[src/rtl/fetch_pkg.sv]
// Shared types and constants for the IF stage.
// Holds pc_sel encodings, FSM states, halt causes and the IF/ID bundle.
package fetch_pkg;

    localparam logic [31:0] NOP_INSTR = 32'h0000_0013;

    localparam logic [1:0] PC_SEQ    = 2'b00;
    localparam logic [1:0] PC_BRANCH = 2'b01;
    localparam logic [1:0] PC_JUMP   = 2'b10;

    localparam logic [3:0] IMEM_REGION = 4'h0;

    typedef enum logic [1:0] {
        ST_BOOT = 2'd0,
        ST_RUN  = 2'd1,
        ST_HALT = 2'd2
    } state_t;

    typedef enum logic [1:0] {
        HC_NONE     = 2'b00,
        HC_MISALIGN = 2'b01,
        HC_REGION   = 2'b10
    } halt_cause_t;

    typedef struct packed {
        logic [31:0] pc;
        logic [31:0] pc_plus4;
        logic [31:0] instr;
        logic        valid;
    } if_id_t;

    // Misalignment outranks the region check.
    function automatic halt_cause_t check_target(
        input logic [31:0] t
    );
        if (t[1:0] != 2'b00) begin
            return HC_MISALIGN;
        end
        if (t[31:28] != IMEM_REGION) begin
            return HC_REGION;
        end
        return HC_NONE;
    endfunction

endpackage

[src/rtl/fetch_if.sv]
// Bundle of controller, EX-target, BRAM and IF/ID signals for fetch_unit.
// slave: fetch_unit side; master: pipeline/BRAM environment side.
interface fetch_if #(
    parameter int IMEM_AW = 12
);
    logic               stall;
    logic               flush;
    logic [1:0]         pc_sel;
    logic [31:0]        branch_target;
    logic [31:0]        jump_target;
    logic [IMEM_AW-1:0] imem_addr;
    logic               imem_en;
    logic [31:0]        imem_rdata;
    logic [31:0]        IF_ID_pc;
    logic [31:0]        IF_ID_pc_plus4;
    logic [31:0]        IF_ID_instr;
    logic               IF_ID_valid;
    logic               halted;
    logic [1:0]         halt_cause;
    logic [31:0]        fetch_count;

    modport slave (
        input  stall, flush, pc_sel,
        input  branch_target, jump_target,
        input  imem_rdata,
        output imem_addr, imem_en,
        output IF_ID_pc, IF_ID_pc_plus4,
        output IF_ID_instr, IF_ID_valid,
        output halted, halt_cause, fetch_count
    );

    modport master (
        output stall, flush, pc_sel,
        output branch_target, jump_target,
        output imem_rdata,
        input  imem_addr, imem_en,
        input  IF_ID_pc, IF_ID_pc_plus4,
        input  IF_ID_instr, IF_ID_valid,
        input  halted, halt_cause, fetch_count
    );

endinterface

[src/rtl/fetch_pc_mux.sv]
// Next-PC selection for the RUN state plus redirect-target legality check.
// Ports: pc_q_i, pc_sel_i, stall_i, targets in; pc_next_o, illegal_o, cause_o out.
module fetch_pc_mux
    import fetch_pkg::*;
(
    input  logic [31:0] pc_q_i,
    input  logic [1:0]  pc_sel_i,
    input  logic        stall_i,
    input  logic [31:0] branch_target_i,
    input  logic [31:0] jump_target_i,
    output logic [31:0] pc_next_o,
    output logic        illegal_o,
    output halt_cause_t cause_o
);

    always_comb begin
        pc_next_o = pc_q_i + 32'd4;
        cause_o   = HC_NONE;
        priority case (1'b1)
            (pc_sel_i == PC_JUMP): begin
                pc_next_o = jump_target_i;
                cause_o   = check_target(jump_target_i);
            end
            (pc_sel_i == PC_BRANCH): begin
                pc_next_o = branch_target_i;
                cause_o   = check_target(branch_target_i);
            end
            stall_i: begin
                pc_next_o = pc_q_i;
            end
            default: begin
            end
        endcase
        illegal_o = (cause_o != HC_NONE);
    end

endmodule

[src/rtl/fetch_unit.sv]
// IF stage: PC register, synchronous BRAM addressing and the IF/ID register.
// Ports: clk, rst (async active-high), bus (fetch_if.slave) with all data.
module fetch_unit #(
    parameter logic [31:0] RESET_PC  = 32'h0000_0000,
    parameter int          IMEM_AW   = 12,
    parameter logic [31:0] NOP_INSTR = fetch_pkg::NOP_INSTR
) (
    input logic    clk,
    input logic    rst,
    fetch_if.slave bus
);
    import fetch_pkg::*;

    localparam if_id_t IFID_BUBBLE = '{
        pc:       32'd0,
        pc_plus4: 32'd4,
        instr:    NOP_INSTR,
        valid:    1'b0
    };

    state_t      state_q, state_d;
    logic [31:0] pc_q, pc_d;
    if_id_t      ifid_q, ifid_d;
    logic        halted_q, halted_d;
    halt_cause_t cause_q, cause_d;
    logic [31:0] cnt_q, cnt_d;

    logic [31:0] pc_next;
    logic        imem_en;
    logic [31:0] mux_pc;
    logic        mux_illegal;
    halt_cause_t mux_cause;

    fetch_pc_mux u_pc_mux (
        .pc_q_i          (pc_q),
        .pc_sel_i        (bus.pc_sel),
        .stall_i         (bus.stall),
        .branch_target_i (bus.branch_target),
        .jump_target_i   (bus.jump_target),
        .pc_next_o       (mux_pc),
        .illegal_o       (mux_illegal),
        .cause_o         (mux_cause)
    );

    always_comb begin
        state_d  = state_q;
        pc_d     = pc_q;
        ifid_d   = ifid_q;
        halted_d = halted_q;
        cause_d  = cause_q;
        cnt_d    = cnt_q;
        pc_next  = pc_q;
        imem_en  = 1'b0;
        unique case (state_q)
            ST_BOOT: begin
                // pc_q already holds RESET_PC; just prime the BRAM.
                pc_next = RESET_PC;
                imem_en = 1'b1;
                state_d = ST_RUN;
            end
            ST_RUN: begin
                pc_next = mux_pc;
                imem_en = 1'b1;
                if (mux_illegal) begin
                    state_d  = ST_HALT;
                    halted_d = 1'b1;
                    cause_d  = mux_cause;
                    ifid_d   = IFID_BUBBLE;
                end else begin
                    pc_d = mux_pc;
                    priority case (1'b1)
                        bus.flush: begin
                            ifid_d = IFID_BUBBLE;
                        end
                        bus.stall: begin
                        end
                        default: begin
                            ifid_d.pc       = pc_q;
                            ifid_d.pc_plus4 = pc_q + 32'd4;
                            ifid_d.instr    = bus.imem_rdata;
                            ifid_d.valid    = 1'b1;
                            cnt_d           = cnt_q + 32'd1;
                        end
                    endcase
                end
            end
            ST_HALT: begin
            end
            default: begin
                state_d = ST_BOOT;
            end
        endcase
    end

    always_ff @(posedge clk or posedge rst) begin
        if (rst) begin
            state_q  <= ST_BOOT;
            pc_q     <= RESET_PC;
            ifid_q   <= IFID_BUBBLE;
            halted_q <= 1'b0;
            cause_q  <= HC_NONE;
            cnt_q    <= 32'd0;
        end else begin
            state_q  <= state_d;
            pc_q     <= pc_d;
            ifid_q   <= ifid_d;
            halted_q <= halted_d;
            cause_q  <= cause_d;
            cnt_q    <= cnt_d;
        end
    end

    assign bus.imem_addr      = pc_next[IMEM_AW+1:2];
    assign bus.imem_en        = imem_en;
    assign bus.IF_ID_pc       = ifid_q.pc;
    assign bus.IF_ID_pc_plus4 = ifid_q.pc_plus4;
    assign bus.IF_ID_instr    = ifid_q.instr;
    assign bus.IF_ID_valid    = ifid_q.valid;
    assign bus.halted         = halted_q;
    assign bus.halt_cause     = cause_q;
    assign bus.fetch_count    = cnt_q;

endmodule

[src/flat_wrapper.sv]
// flat-port wrapper written by rule: the top's interface ports become plain ports
module fetch_unit_flat import fetch_pkg::*;
#(
    parameter logic [31:0] RESET_PC  = 32'h0000_0000,
    parameter int          IMEM_AW   = 12,
    parameter logic [31:0] NOP_INSTR = fetch_pkg::NOP_INSTR
)
  (clk, rst, bus_stall, bus_flush, bus_pc_sel, bus_branch_target, bus_jump_target, bus_imem_rdata, bus_imem_addr, bus_imem_en, bus_IF_ID_pc, bus_IF_ID_pc_plus4, bus_IF_ID_instr, bus_IF_ID_valid, bus_halted, bus_halt_cause, bus_fetch_count);
  fetch_if #(.IMEM_AW(IMEM_AW)) bus_i ();
  input logic clk;
  input logic rst;
  input wire logic [$bits(bus_i.stall)-1:0] bus_stall;
  input wire logic [$bits(bus_i.flush)-1:0] bus_flush;
  input wire logic [$bits(bus_i.pc_sel)-1:0] bus_pc_sel;
  input wire logic [$bits(bus_i.branch_target)-1:0] bus_branch_target;
  input wire logic [$bits(bus_i.jump_target)-1:0] bus_jump_target;
  input wire logic [$bits(bus_i.imem_rdata)-1:0] bus_imem_rdata;
  output wire logic [$bits(bus_i.imem_addr)-1:0] bus_imem_addr;
  output wire logic [$bits(bus_i.imem_en)-1:0] bus_imem_en;
  output wire logic [$bits(bus_i.IF_ID_pc)-1:0] bus_IF_ID_pc;
  output wire logic [$bits(bus_i.IF_ID_pc_plus4)-1:0] bus_IF_ID_pc_plus4;
  output wire logic [$bits(bus_i.IF_ID_instr)-1:0] bus_IF_ID_instr;
  output wire logic [$bits(bus_i.IF_ID_valid)-1:0] bus_IF_ID_valid;
  output wire logic [$bits(bus_i.halted)-1:0] bus_halted;
  output wire logic [$bits(bus_i.halt_cause)-1:0] bus_halt_cause;
  output wire logic [$bits(bus_i.fetch_count)-1:0] bus_fetch_count;
  assign bus_i.stall = bus_stall;
  assign bus_i.flush = bus_flush;
  assign bus_i.pc_sel = bus_pc_sel;
  assign bus_i.branch_target = bus_branch_target;
  assign bus_i.jump_target = bus_jump_target;
  assign bus_i.imem_rdata = bus_imem_rdata;
  assign bus_imem_addr = bus_i.imem_addr;
  assign bus_imem_en = bus_i.imem_en;
  assign bus_IF_ID_pc = bus_i.IF_ID_pc;
  assign bus_IF_ID_pc_plus4 = bus_i.IF_ID_pc_plus4;
  assign bus_IF_ID_instr = bus_i.IF_ID_instr;
  assign bus_IF_ID_valid = bus_i.IF_ID_valid;
  assign bus_halted = bus_i.halted;
  assign bus_halt_cause = bus_i.halt_cause;
  assign bus_fetch_count = bus_i.fetch_count;
  fetch_unit #(.RESET_PC(RESET_PC), .IMEM_AW(IMEM_AW), .NOP_INSTR(NOP_INSTR)) u_core (.clk(clk), .rst(rst), .bus(bus_i));
endmodule
[config.mk]
export PLATFORM = sky130hd
export DESIGN_NAME = fetch_unit_flat
export DESIGN_NICKNAME = d
export VERILOG_FILES = /design/src/rtl/fetch_pkg.sv /design/src/rtl/fetch_if.sv /design/src/rtl/fetch_pc_mux.sv /design/src/rtl/fetch_unit.sv /design/src/flat_wrapper.sv
export SDC_FILE = /design/constraint.sdc
export NUM_CORES = 1
export LEC_CHECK = 0
export CELL_PAD_IN_SITES_DETAIL_PLACEMENT = 0
export CELL_PAD_IN_SITES_GLOBAL_PLACEMENT = 1
export CORE_ASPECT_RATIO = 1.2
export CORE_UTILIZATION = 30
export CTS_BUF_LIST = sky130_fd_sc_hd__clkbuf_8
export DETAILED_ROUTE_END_ITERATION = 7
export PLACE_DENSITY_LB_ADDON = 0.1
export SYNTH_ARGS = -nofsm -noshare
export SYNTH_HDL_FRONTEND = slang
export SYNTH_SLANG_ARGS = --single-unit
[constraint.sdc]
create_clock -name clk -period 8 [get_ports clk]
set_input_delay 2.4 -clock clk [delete_from_list [all_inputs] [get_ports clk]]
set_output_delay 2.4 -clock clk [all_outputs]
set_load 0.05 [all_outputs]
==> results of run 1 <==
## cell usage after synthesis, types with 4 or more instances
cell	count
o21ai_0	27
o21a_1	4
ha_1	4
buf_2	18
buf_1	4
inv_1	15
o31ai_1	11
or2_2	4
o211ai_1	5
xnor2_1	51
nor2_1	35
nand2b_1	4
or3_1	6
and4_1	6
nor3_1	14
dfrtp_1	160
and3_1	12
nor4_1	20
xor2_1	15
o32ai_1	4
mux2_2	10
and2_1	4
nand3_1	31
o22ai_1	4
nand2_1	47
dfstp_2	4
clkbuf_1	45
a22o_1	100
a21oi_1	20
nand4_1	21
## final timing paths
kind | start | to | slack (ns)
max | bus_pc_sel[0] | bus_imem_addr[10] | 0.74
max reg2reg | u_core.state_q[1]$_DFFE_PP0P_ | u_core.pc_q[30]$_DFFE_PP0P_ | 4.67
min in group asynchronous | rst | u_core.bus.IF_ID_instr[16]$_DFFE_PP0P_ | 2.46
min reg2reg | u_core.bus.IF_ID_instr[0]$_DFFE_PP1P_ | u_core.bus.IF_ID_instr[0]$_DFFE_PP1P_ | 0.46
min | u_core.bus.IF_ID_instr[0]$_DFFE_PP1P_ | u_core.bus.IF_ID_instr[0]$_DFFE_PP1P_ | 0.46
max in group asynchronous | rst | u_core.bus.IF_ID_pc_plus4[15]$_DFFE_PP0P_ | 4.37
## power breakdown
part / total, mW / switching [mW] / internal [mW]
registers: 1.31 / 0.272 / 1.04
logic: 1.80 / 1.14 / 0.661
clock network: 0.601 / 0.342 / 0.259
total: 3.72 / 1.76 / 1.96
## tightest hold or removal path, stage by stage (launching register included)
cell     delay (ns)
dfstp_2        0.38
inv_1          0.04
a21oi_1        0.05
## kinds of logic after synthesis
logic type | after synthesis | share of synthesized area, %
DFF | 164 | 51.4
muxes | 13 | 1.78
and+or+nand+nor | 220 | 14.6
AOI/OAI and AO/OA | 205 | 19.8
buffers and inverters | 87 | 4.61
xor gates and xnor gates | 66 | 7.23
adders and majority gates | 4 | 0.626
## metal layers
layer,GRT usage (%),part of all wire (%)
met1,27.9,48
met2,30.1,46
met3,4.07,5.2
met4,5.52,1.5
met5,0,0
## registers in the layout, indices dropped and copies added (netlist names), named ones only
signal                     flops
u_core.bus.IF_ID_pc_plus4     32
u_core.bus.IF_ID_pc           30
u_core.bus.IF_ID_valid         1
u_core.pc_q                   30
u_core.bus.fetch_count        32
u_core.bus.IF_ID_instr        32
u_core.state_q                 2
u_core.bus.halt_cause          2
u_core.bus.halted              1
## cell type report
cell class / instances / area share, %
Multi-Input combinational cell: 508 / 31.8
Antenna cell: 1 / 0.0224
Sequential cell: 164 / 36.8
Inverter: 15 / 0.548
Timing Repair Buffer: 262 / 23.7
Tap cell: 335 / 3.75
Clock buffer: 18 / 2.22
Clock inverter: 14 / 1.15
==> summary.txt, run 1 <==
Run status
  • Outcome: complete, no violations

Synthesis
  • Syn_nets: 865
  • Synth top area share: 50.0%
  • EDFF count, synth: 0
  • Mean Syn Cell Area: around 11 µm²
  • #FFs+latches synth: 164
  • Leading area contributor after synthesis: dfrtp_1
  • Synth Instances: about 760
  • Ys flop type: dfrtp_1
  • Async SR Flop Fraction: 100%
  • Netlist cell types: 64
  • Register area share after synthesis: 51.4%
  • Synth warn: 0
  • Synthesized cell area: around 8000 µm²
  • Dominant cells by area after synthesis: dfrtp_1 50%, a22o_1 11%, xnor2_1 5.6%

Pwr
  • Total power: around 3.7 mW
  • Leak: 4.65 nW
  • Maximum vdd drop: about 0.17 mV
  • Power Density: around 330 nW/µm²

Finish
  • Area of the multi-input gates: ~3600 µm²
  • Area delta synth->final: 39.8%
  • Final cell count without fillers: 1,317
  • Most common cell after layout, fill and taps aside: clkdlybuf4s50_1
  • FF+latch area: about 4100 µm²
  • Nets: 1,074
  • Core Util, Final: around 43%
  • # fillers: about 2.6k
  • Layout cells sized above 1: a little under 9%
  • Most frequent cells in the layout: 235 x clkdlybuf4s50_1, 160 x dfrtp_1, 100 x a22o_1
  • Post-route design area: between 10,000 and 15,000 µm²

Detailed routing
  • Iteration-0 DRC count of the detailed router: approximately 340
  • Via count: a little under 7k
  • Drt drc: 0
  • Routed length per instance: roughly 20 µm
  • Final ANT Viol Nets: 0
  • Vias per inst: approximately 5.2
  • First-pass DRT Iterations: 5
  • WL final: ~26,000 µm

Worst setup path
  • WS Path Type: input pin to output pin
  • Cell mode on critical path: clkdlybuf4s50_1
  • Worst Setup End Kind: output pin
  • Data arrival, critical path: about 4.9 ns
  • WP depth: 7
  • Delay-heaviest family, CP: buffers and inverters
  • Worst Path Buf+Inv: 3
  • R2r worst-path depth: 5
  • Slowest CP cell: clkdlybuf4s50_1
  • Worst-path cell chain: clkdlybuf4s50_1 -> inv_1 -> ha_1 -> or2_2 -> o221ai_1 -> a22o_1 -> clkdlybuf4s50_1
  • Critical Path RT: approximately 5.6 ns
  • Critical-path maximum fanout: 11
  • Worst Setup Start Kind: input pin
  • Largest stage delay, worst path: about 0.85 ns

CTS
  • CTS Hold Buffers Added: 0
  • CTS max path bufs: 2
  • Clock Pin Slew Worst Setup and Hold Paths: roughly 0.10 ns
  • TritonCTS buffer count: 17
  • Root buf cell: clkbuf_8
  • Post-CTS sizing: 0
  • Total setup buffers inserted after CTS: 0
  • TritonCTS clock tree: done
  • Sink Count: 164
  • Worst skew pair latency: about 0.46 ns
  • Max H-tree Level: 4

Floorplan
  • I/O pin count: approximately 250
  • Die height: ~180 µm
  • Starting Density: between 30 and 40%
  • Die width: 151 µm
  • Die area: ~27,000 µm²
  • Core box area: ~26,000 µm²
  • Row cnt: 65

STA
  • Post-Route Setup TNS: 0 ns
  • Clock Skew: between 0.02 and 0.03 ns
  • Setup violators final: 0
  • Final hold slack: 0.462 ns
  • Worst-margin pin slew: slightly above 1 ns
  • Min setup slack post-route: approximately 0.74 ns
  • RSZ-0062 raised after global routing: false
  • Period Utilization, post-route: roughly nine tenths
  • Hold Vio Cnt, Final: 0
  • Fin crit period: 7.26 ns
  • Slew Viols, Final: 0
  • Achievable Freq: ~0.14 GHz
  • Slew HR: roughly 31%

Global route
  • Total track usage: between 10% and 20%
  • First-pass GRT wire length: around 41,000 µm
  • Vias in the first global route: a little under 7k
  • Largest net degree at the start of global routing: 92
  • Initial antenna violation count: 0
  • GRT overflow: 0

Placement
  • Placer Congestion: around 0.79
  • DP HPWL: roughly 18,000 µm
  • Placed cells: 1,284
  • Pre-CTS setup slack: 0.729 ns
  • Placed Area: about 11,000 µm²
  • Number of port buffers: 246

Min path
  • Hold path cells: 2
  • Hold Path Class: register to register

Job
  • Max_cap viols: 0
(Power assumes the default switching activity.)
==> run 2: changes to the inputs <==
==> constraint.sdc (replaced) <==
create_clock -name clk -period 6.9 [get_ports clk]
set_input_delay 2.07 -clock clk [delete_from_list [all_inputs] [get_ports clk]]
set_output_delay 2.07 -clock clk [all_outputs]
set_load 0.05 [all_outputs]
==> run 2 against run 1 <==
Against the previous run:
- register-to-register slack worse by 1.1 ns
- hold slack better by 0.0063 ns
- core utilization is 0.34 points higher
- global-route usage is 0.097 points lower
- clock power is 31% higher
- die area stayed put
- sequential share of layout area is 0.29 points lower
- total power is 19% higher
- critical endpoint is now bus_imem_addr[8]
- largest cell class unchanged
- highest routed layer unchanged
==> summary.txt, run 2 (synthesis results as in run 1) <==
Detailed routing
  • Via count: 6,902 (+0.072%)
  • WL final: 26,300 µm (-0.59%)
  • First-pass DRT Iterations: 5 (unchanged)
  • Iteration-0 DRC count of the detailed router: 370 (+8.2%)
  • Drt drc: 0 (unchanged)
  • Routed length per instance: 19.9 µm (-0.82%)
  • Vias per inst: 5.23 (-0.15%)
  • Final ANT Viol Nets: 0 (unchanged)

Finish
  • Area delta synth->final: 40.9%
  • Nets: 1,078 (+0.37%)
  • Final cell count without fillers: 1,320 (+0.23%)
  • Most common cell after layout, fill and taps aside: clkdlybuf4s50_1
  • Most frequent cells in the layout: 234 x clkdlybuf4s50_1, 160 x dfrtp_1, 100 x a22o_1
  • Diodes inserted: 0 (-1)
  • # fillers: 2,574 (-1.3%)
  • FF+latch area: 4110 µm² (unchanged)
  • Area of the multi-input gates: 3560 µm² (unchanged)
  • Layout cells sized above 1: 9.44% (+0.68 points)

CTS
  • Worst skew pair latency: 0.48 ns (+0.02 ns)
  • TritonCTS buffer count: 17 (unchanged)
  • Total setup buffers inserted after CTS: 0 (unchanged)
  • Clock Pin Slew Worst Setup and Hold Paths: 0.09 ns (about the same)
  • Sink Count: 164 (unchanged)
  • Max H-tree Level: 4 (unchanged)
  • Post-CTS sizing: 0 (unchanged)
  • TritonCTS clock tree: done
  • Root buf cell: clkbuf_8
  • CTS Hold Buffers Added: 0 (unchanged)
  • CTS max path bufs: 2 (unchanged)

Worst setup path
  • WS Path Type: input pin to output pin
  • Data arrival, critical path: 4.29 ns (-0.57 ns)
  • Critical Path RT: 4.83 ns (-0.77 ns)
  • Delay-heaviest family, CP: buffers and inverters
  • WP depth: 6 (-1)
  • Largest stage delay, worst path: 0.48 ns (-0.37 ns)
  • Slowest CP cell: clkdlybuf4s50_1
  • Worst R2R Start: u_core.state_q[1]$_DFFE_PP0P_
  • CP startpoint: bus_pc_sel[0]
  • Worst Setup Start Kind: input pin
  • Worst-path cell chain: clkdlybuf4s50_1 -> ha_1 -> nor2b_1 -> a222oi_1 -> o31ai_1 -> buf_12
  • R2r worst-path depth: 5 (unchanged)
  • Worst Path Buf+Inv: 2 (-1)
  • Worst Setup End Kind: output pin
  • Critical-path maximum fanout: 11 (unchanged)
  • Reg-to-reg slack, setup: 3.61 ns (-1.06 ns)

Pwr
  • Maximum vdd drop: 0.186 mV (+7.4%)
  • Power Density: 391 nW/µm² (+18%)
  • Leak: 4.69 nW (+0.82%)

Min path
  • Hold path cells: 2 (unchanged)
  • Worst Hold Launch: u_core.bus.IF_ID_instr[0]$_DFFE_PP1P_
  • Hold Path Class: register to register

Floorplan
  • Die area: 27,300 µm² (unchanged)
  • Starting Density: 30.5% (unchanged)
  • Row cnt: 65 (unchanged)
  • I/O pin count: 247 (unchanged)
  • Die height: 181 µm (unchanged)
  • Die width: 151 µm (unchanged)
  • Core box area: 26,300 µm² (unchanged)

Run status
  • Outcome: complete, no violations

STA
  • Setup violators final: 0 (unchanged)
  • Achievable Freq: ~0.16 GHz
  • Worst-margin pin slew: 1.03 ns (+0.000127 ns)
  • Slew Viols, Final: 0 (unchanged)
  • Hold Vio Cnt, Final: 0 (unchanged)
  • Fin crit period: roughly 6.4 ns
  • Period Utilization, post-route: 92.1%
  • Clock Skew: 0.0153 ns (-0.0108 ns)
  • RSZ-0062 raised after global routing: false
  • Post-Route Setup TNS: 0 ns (unchanged)
  • Slew HR: 31.3% (about the same)

Placement
  • Number of port buffers: 246 (unchanged)
  • DP HPWL: 18,100 µm (-0.51%)
  • Placer Congestion: 0.770 (-2.7%)
  • Placed cells: 1,288 (+0.31%)

Global route
  • Initial antenna violation count: 0 (unchanged)
  • First-pass GRT wire length: 40,900 µm (-1.1%)
  • GRT overflow: 0 (unchanged)
  • Vias in the first global route: 6,905 (+0.10%)
  • Total track usage: 19.6% (-0.097 points)
  • Largest net degree at the start of global routing: 97 (+5.4%)

Job
  • Max_cap viols: 0 (unchanged)
[run 2: cell types whose count changed in the layout (fill, tap and decap cells not counted), sizes merged]
cell,before,now
inv,22,20
diode,1,0
buf,27,32
bufinv,1,3
clkdlybuf4s50,235,234
[run 2: per-stage QoR]
stage          utilization [%]  power (mW)  instance area, µm²  worst slack, ns  hold WS [ns]
2_1_floorplan                -        2.85                8000            0.403         0.459
3_5_place_dp              41.2        3.65               10800            0.553         0.456
5_1_grt                   42.9        4.63               11300            0.401         0.497
3_3_place_gp              41.2        3.65               10800            0.614         0.449
6_report                  42.9        4.41               11300            0.544         0.469
4_1_cts                   42.9        4.46               11300            0.555         0.470
[run 2: worst paths after layout]
check                                                                 to
max in group asynchronous       u_core.bus.IF_ID_pc_plus4[2]$_DFFE_PP1P_
worst max-delay path                                    bus_imem_addr[8]
worst max register to register               u_core.pc_q[30]$_DFFE_PP0P_
min in group asynchronous         u_core.bus.IF_ID_instr[15]$_DFFE_PP0P_
worst min-delay path               u_core.bus.IF_ID_instr[0]$_DFFE_PP1P_
worst min register to register     u_core.bus.IF_ID_instr[0]$_DFFE_PP1P_
[run 2: cell type report]
cell class,instances,share of cell area [%]
multi-input cells,508,31.6
well taps,335,3.72
inverters,15,0.544
clock inverters,14,1.72
repair buffers,266,23.8
clock buffers,18,2.20
flip-flops and latches,164,36.5
[run 2: per-layer routing]
metal / wire length [µm] / global-route usage (%) / vias up
met5: 0 / 0 / -
met4: 559 / 6.52 / 0
met3: 1560 / 4.49 / 33
met2: 12000 / 29.9 / 244
met1: 12100 / 27.2 / 3380
li1: - / - / 3245
[run 2: power by group]
part	total [mW]	leakage (nW)	internal [mW]	switching [mW]
logic	2.10	2.28	0.773	1.33
registers	1.52	2.19	1.21	0.311
clock network	0.785	0.216	0.379	0.406
total	4.41	4.69	2.36	2.05
[run 2: tightest hold or removal path: cells and delay by family (launching register included)]
kind | cells | cell delay [ns]
flip-flops | 1 | 0.38
AO/OA/AOI/OAI | 1 | 0.05
buffers and inverters | 1 | 0.04
==> run 3: changes to the inputs <==
--- a/config.mk
+++ b/config.mk
@@ -8,8 +8,10 @@
 export CELL_PAD_IN_SITES_DETAIL_PLACEMENT = 0
 export CELL_PAD_IN_SITES_GLOBAL_PLACEMENT = 1
 export CORE_ASPECT_RATIO = 1.2
+export CORE_MARGIN = 1.5
 export CORE_UTILIZATION = 30
 export CTS_BUF_LIST = sky130_fd_sc_hd__clkbuf_8
+export CTS_CLUSTER_SIZE = 12
 export DETAILED_ROUTE_END_ITERATION = 7
 export PLACE_DENSITY_LB_ADDON = 0.1
 export SYNTH_ARGS = -nofsm -noshare
==> run 3 against run 2 <==
Against the previous run:
- global-route usage fell by 0.13 points
- fmax decreased by 0.56%
- critical path depth increased by 2
- critical path type unchanged
- largest power group unchanged
==> summary.txt, run 3 (synthesis results as in run 1) <==
Finish
  • Core Util, Final: 42.8% (-0.15 points)
  • Most frequent cells in the layout: 234 x clkdlybuf4s50_1, 160 x dfrtp_1, 100 x a22o_1
  • Area delta synth->final: 40.4%
  • Nets: 1,077 (-0.093%)
  • Area of the multi-input gates: 3560 µm² (unchanged)
  • # fillers: 2,561 (-0.51%)
  • Layout cells sized above 1: 9.35% (-0.092 points)
  • Most common cell after layout, fill and taps aside: clkdlybuf4s50_1
  • Diodes inserted: 0 (unchanged)
  • FF+latch area: 4110 µm² (unchanged)

Detailed routing
  • Final ANT Viol Nets: 0 (unchanged)
  • Routed length per instance: 20.3 µm (+1.8%)
  • Via count: 6,923 (+0.30%)
  • Vias per inst: 5.25 (+0.38%)
  • WL final: 26,700 µm (+1.7%)
  • First-pass DRT Iterations: 4 (-1)
  • Iteration-0 DRC count of the detailed router: 345 (-6.8%)
  • Drt drc: 0 (unchanged)

CTS
  • Root buf cell: clkbuf_8
  • Clock Pin Slew Worst Setup and Hold Paths: 0.09 ns (about the same)
  • Worst skew pair latency: 0.47 ns (about the same)
  • Max H-tree Level: 4 (unchanged)
  • Post-CTS sizing: 0 (unchanged)
  • CTS Hold Buffers Added: 0 (unchanged)
  • Total setup buffers inserted after CTS: 0 (unchanged)
  • TritonCTS clock tree: done
  • TritonCTS buffer count: 17 (unchanged)
  • CTS max path bufs: 2 (unchanged)
  • Sink Count: 164 (unchanged)

Worst setup path
  • Worst Setup Start Kind: input pin
  • R2r worst-path depth: 5 (unchanged)
  • Slowest CP cell: clkdlybuf4s50_1
  • Worst-path cell chain: clkdlybuf4s50_1 -> inv_1 -> ha_1 -> or2_2 -> nor4_1 -> a221oi_1 -> o221ai_1 -> buf_12
  • Critical Path RT: 4.83 ns (about the same)
  • Largest stage delay, worst path: 0.48 ns (about the same)
  • Worst Setup End Kind: output pin
  • Data arrival, critical path: 4.32 ns (+0.03 ns)
  • Critical-path maximum fanout: 17 (+6)
  • WS Path Type: input pin to output pin

Pwr
  • Sequential share of power: 34.8% (+0.3 points)
  • Power Density: 389 nW/µm² (-0.62%)
  • Maximum vdd drop: 0.206 mV (+11%)
  • Sw Ratio: 46.7% (+0.23 points)
  • Switching Power: 2.04 mW (-0.48%)
  • Clock power share: 17.0% (-0.8 points)
  • Internal Pwr Total: 2.33 mW (-1.4%)
  • Combinational share of power: 48.2% (+0.5 points)
  • Leak: 4.67 nW (-0.31%)

STA
  • Final hold slack: 0.465 ns (-0.00383 ns)
  • RSZ-0062 raised after global routing: false
  • Min setup slack post-route: 0.508 ns (-0.0358 ns)
  • Slew Viols, Final: 0 (unchanged)
  • Clock Skew: 0.0170 ns (+0.00170 ns)
  • Hold Vio Cnt, Final: 0 (unchanged)
  • Fin crit period: 6.39 ns (+0.0358 ns)
  • Worst-margin pin slew: 1.06 ns (+0.0302 ns)
  • Setup violators final: 0 (unchanged)
  • Achievable Freq: 0.156 GHz (-0.56%)
  • Period Utilization, post-route: 92.6% (+0.52 points)
  • Post-Route Setup TNS: 0 ns (unchanged)
  • Slew HR: 29.3% (-2.0 points)

Min path
  • Hold path cells: 2 (unchanged)
  • Hold Path Class: register to register

Run status
  • Outcome: complete, no violations

Floorplan
  • Starting Density: 30.5% (unchanged)
  • I/O pin count: 247 (unchanged)
  • Row cnt: 65 (unchanged)
  • Die height: 182 µm (+0.55%)
  • Core box area: 26,300 µm² (unchanged)
  • Die area: 27,700 µm² (+1.2%)
  • Die width: 152 µm (+0.66%)

Global route
  • GRT overflow: 0 (unchanged)
  • Total track usage: 19.5% (-0.13 points)
  • GR met3 Demand/Resource: 4.18% (-0.32 points)
  • Initial antenna violation count: 0 (unchanged)
  • Vias in the first global route: 7,065 (+2.3%)
  • Met1 global-route usage: 26.5% (-0.66 points)
  • First-pass GRT wire length: 42,200 µm (+3.2%)
  • GR Util met2: 31.3% (+1.4 points)
  • GRT Max-Usage Layer: met2
  • Largest net degree at the start of global routing: 98 (+1.0%)

Placement
  • DP HPWL: 18,400 µm (+1.9%)
  • Number of port buffers: 246 (unchanged)
  • Placer Congestion: 0.773 (+0.34%)
  • Pre-CTS setup slack: 0.535 ns (-0.0173 ns)

Job
  • Max_cap viols: 0 (unchanged)
[run 3: layout make-up]
cell class,count,area share (%)
flip-flops and latches,164,36.6
multi-input cells,508,31.7
repair buffers,265,23.8
well taps,335,3.73
clock buffers,19,2.33
clock inverters,13,1.33
inverters,15,0.546
[run 3: worst paths after layout]
check                      slack (ns)                                         to                             startpoint
setup / recovery                 0.51                          bus_imem_addr[11]                          bus_pc_sel[0]
hold / removal                   0.46      u_core.bus.IF_ID_instr[0]$_DFFE_PP1P_  u_core.bus.IF_ID_instr[0]$_DFFE_PP1P_
setup reg to reg                 3.55                u_core.pc_q[30]$_DFFE_PP0P_          u_core.state_q[1]$_DFFE_PP0P_
hold reg to reg                  0.46      u_core.bus.IF_ID_instr[0]$_DFFE_PP1P_  u_core.bus.IF_ID_instr[0]$_DFFE_PP1P_
max in group asynchronous        3.63  u_core.bus.IF_ID_pc_plus4[16]$_DFFE_PP0P_                                    rst
min in group asynchronous        2.19     u_core.bus.fetch_count[30]$_DFFE_PP0P_                                    rst
[run 3: metal layers]
metal | up-vias | routed length [µm] | part of all wire, %
met3 | 20 | 1320 | 4.9
met5 | - | 0 | 0
li1 | 3236 | - | -
met4 | 0 | 370 | 1.4
met1 | 3448 | 12400 | 46
met2 | 219 | 12600 | 47
[run 3: critical path, delay by kind of cell]
kind,cells,cell delay [ns]
AO/OA/AOI/OAI,2,0.44
buffers and inverters,3,0.72
adder cells (fa/ha/maj),1,0.40
AND/OR/NAND/NOR,2,0.69
[run 3: power groups by stage]
stage | combinational [mW] | sequential, mW | clock (mW)
global placement | 2.11 | 1.53 | 0
detailed placement | 2.12 | 1.54 | 0
CTS | 2.13 | 1.52 | 0.776
finish | 2.10 | 1.52 | 0.743
floorplan | 0.908 | 1.94 | 0
global route | 2.22 | 1.56 | 0.814
[run 3: through the flow]
| stage | cells | total power, mW | instance area [µm²] |
|---|---|---|---|
| 5_1_grt | 1319 | 4.60 | 11200 |
| 3_5_place_dp | 1287 | 3.65 | 10800 |
| 4_1_cts | 1319 | 4.42 | 11200 |
| 3_3_place_gp | 1287 | 3.65 | 10800 |
| 2_1_floorplan | 759 | 2.85 | 8000 |
| 6_report | 1319 | 4.36 | 11200 |
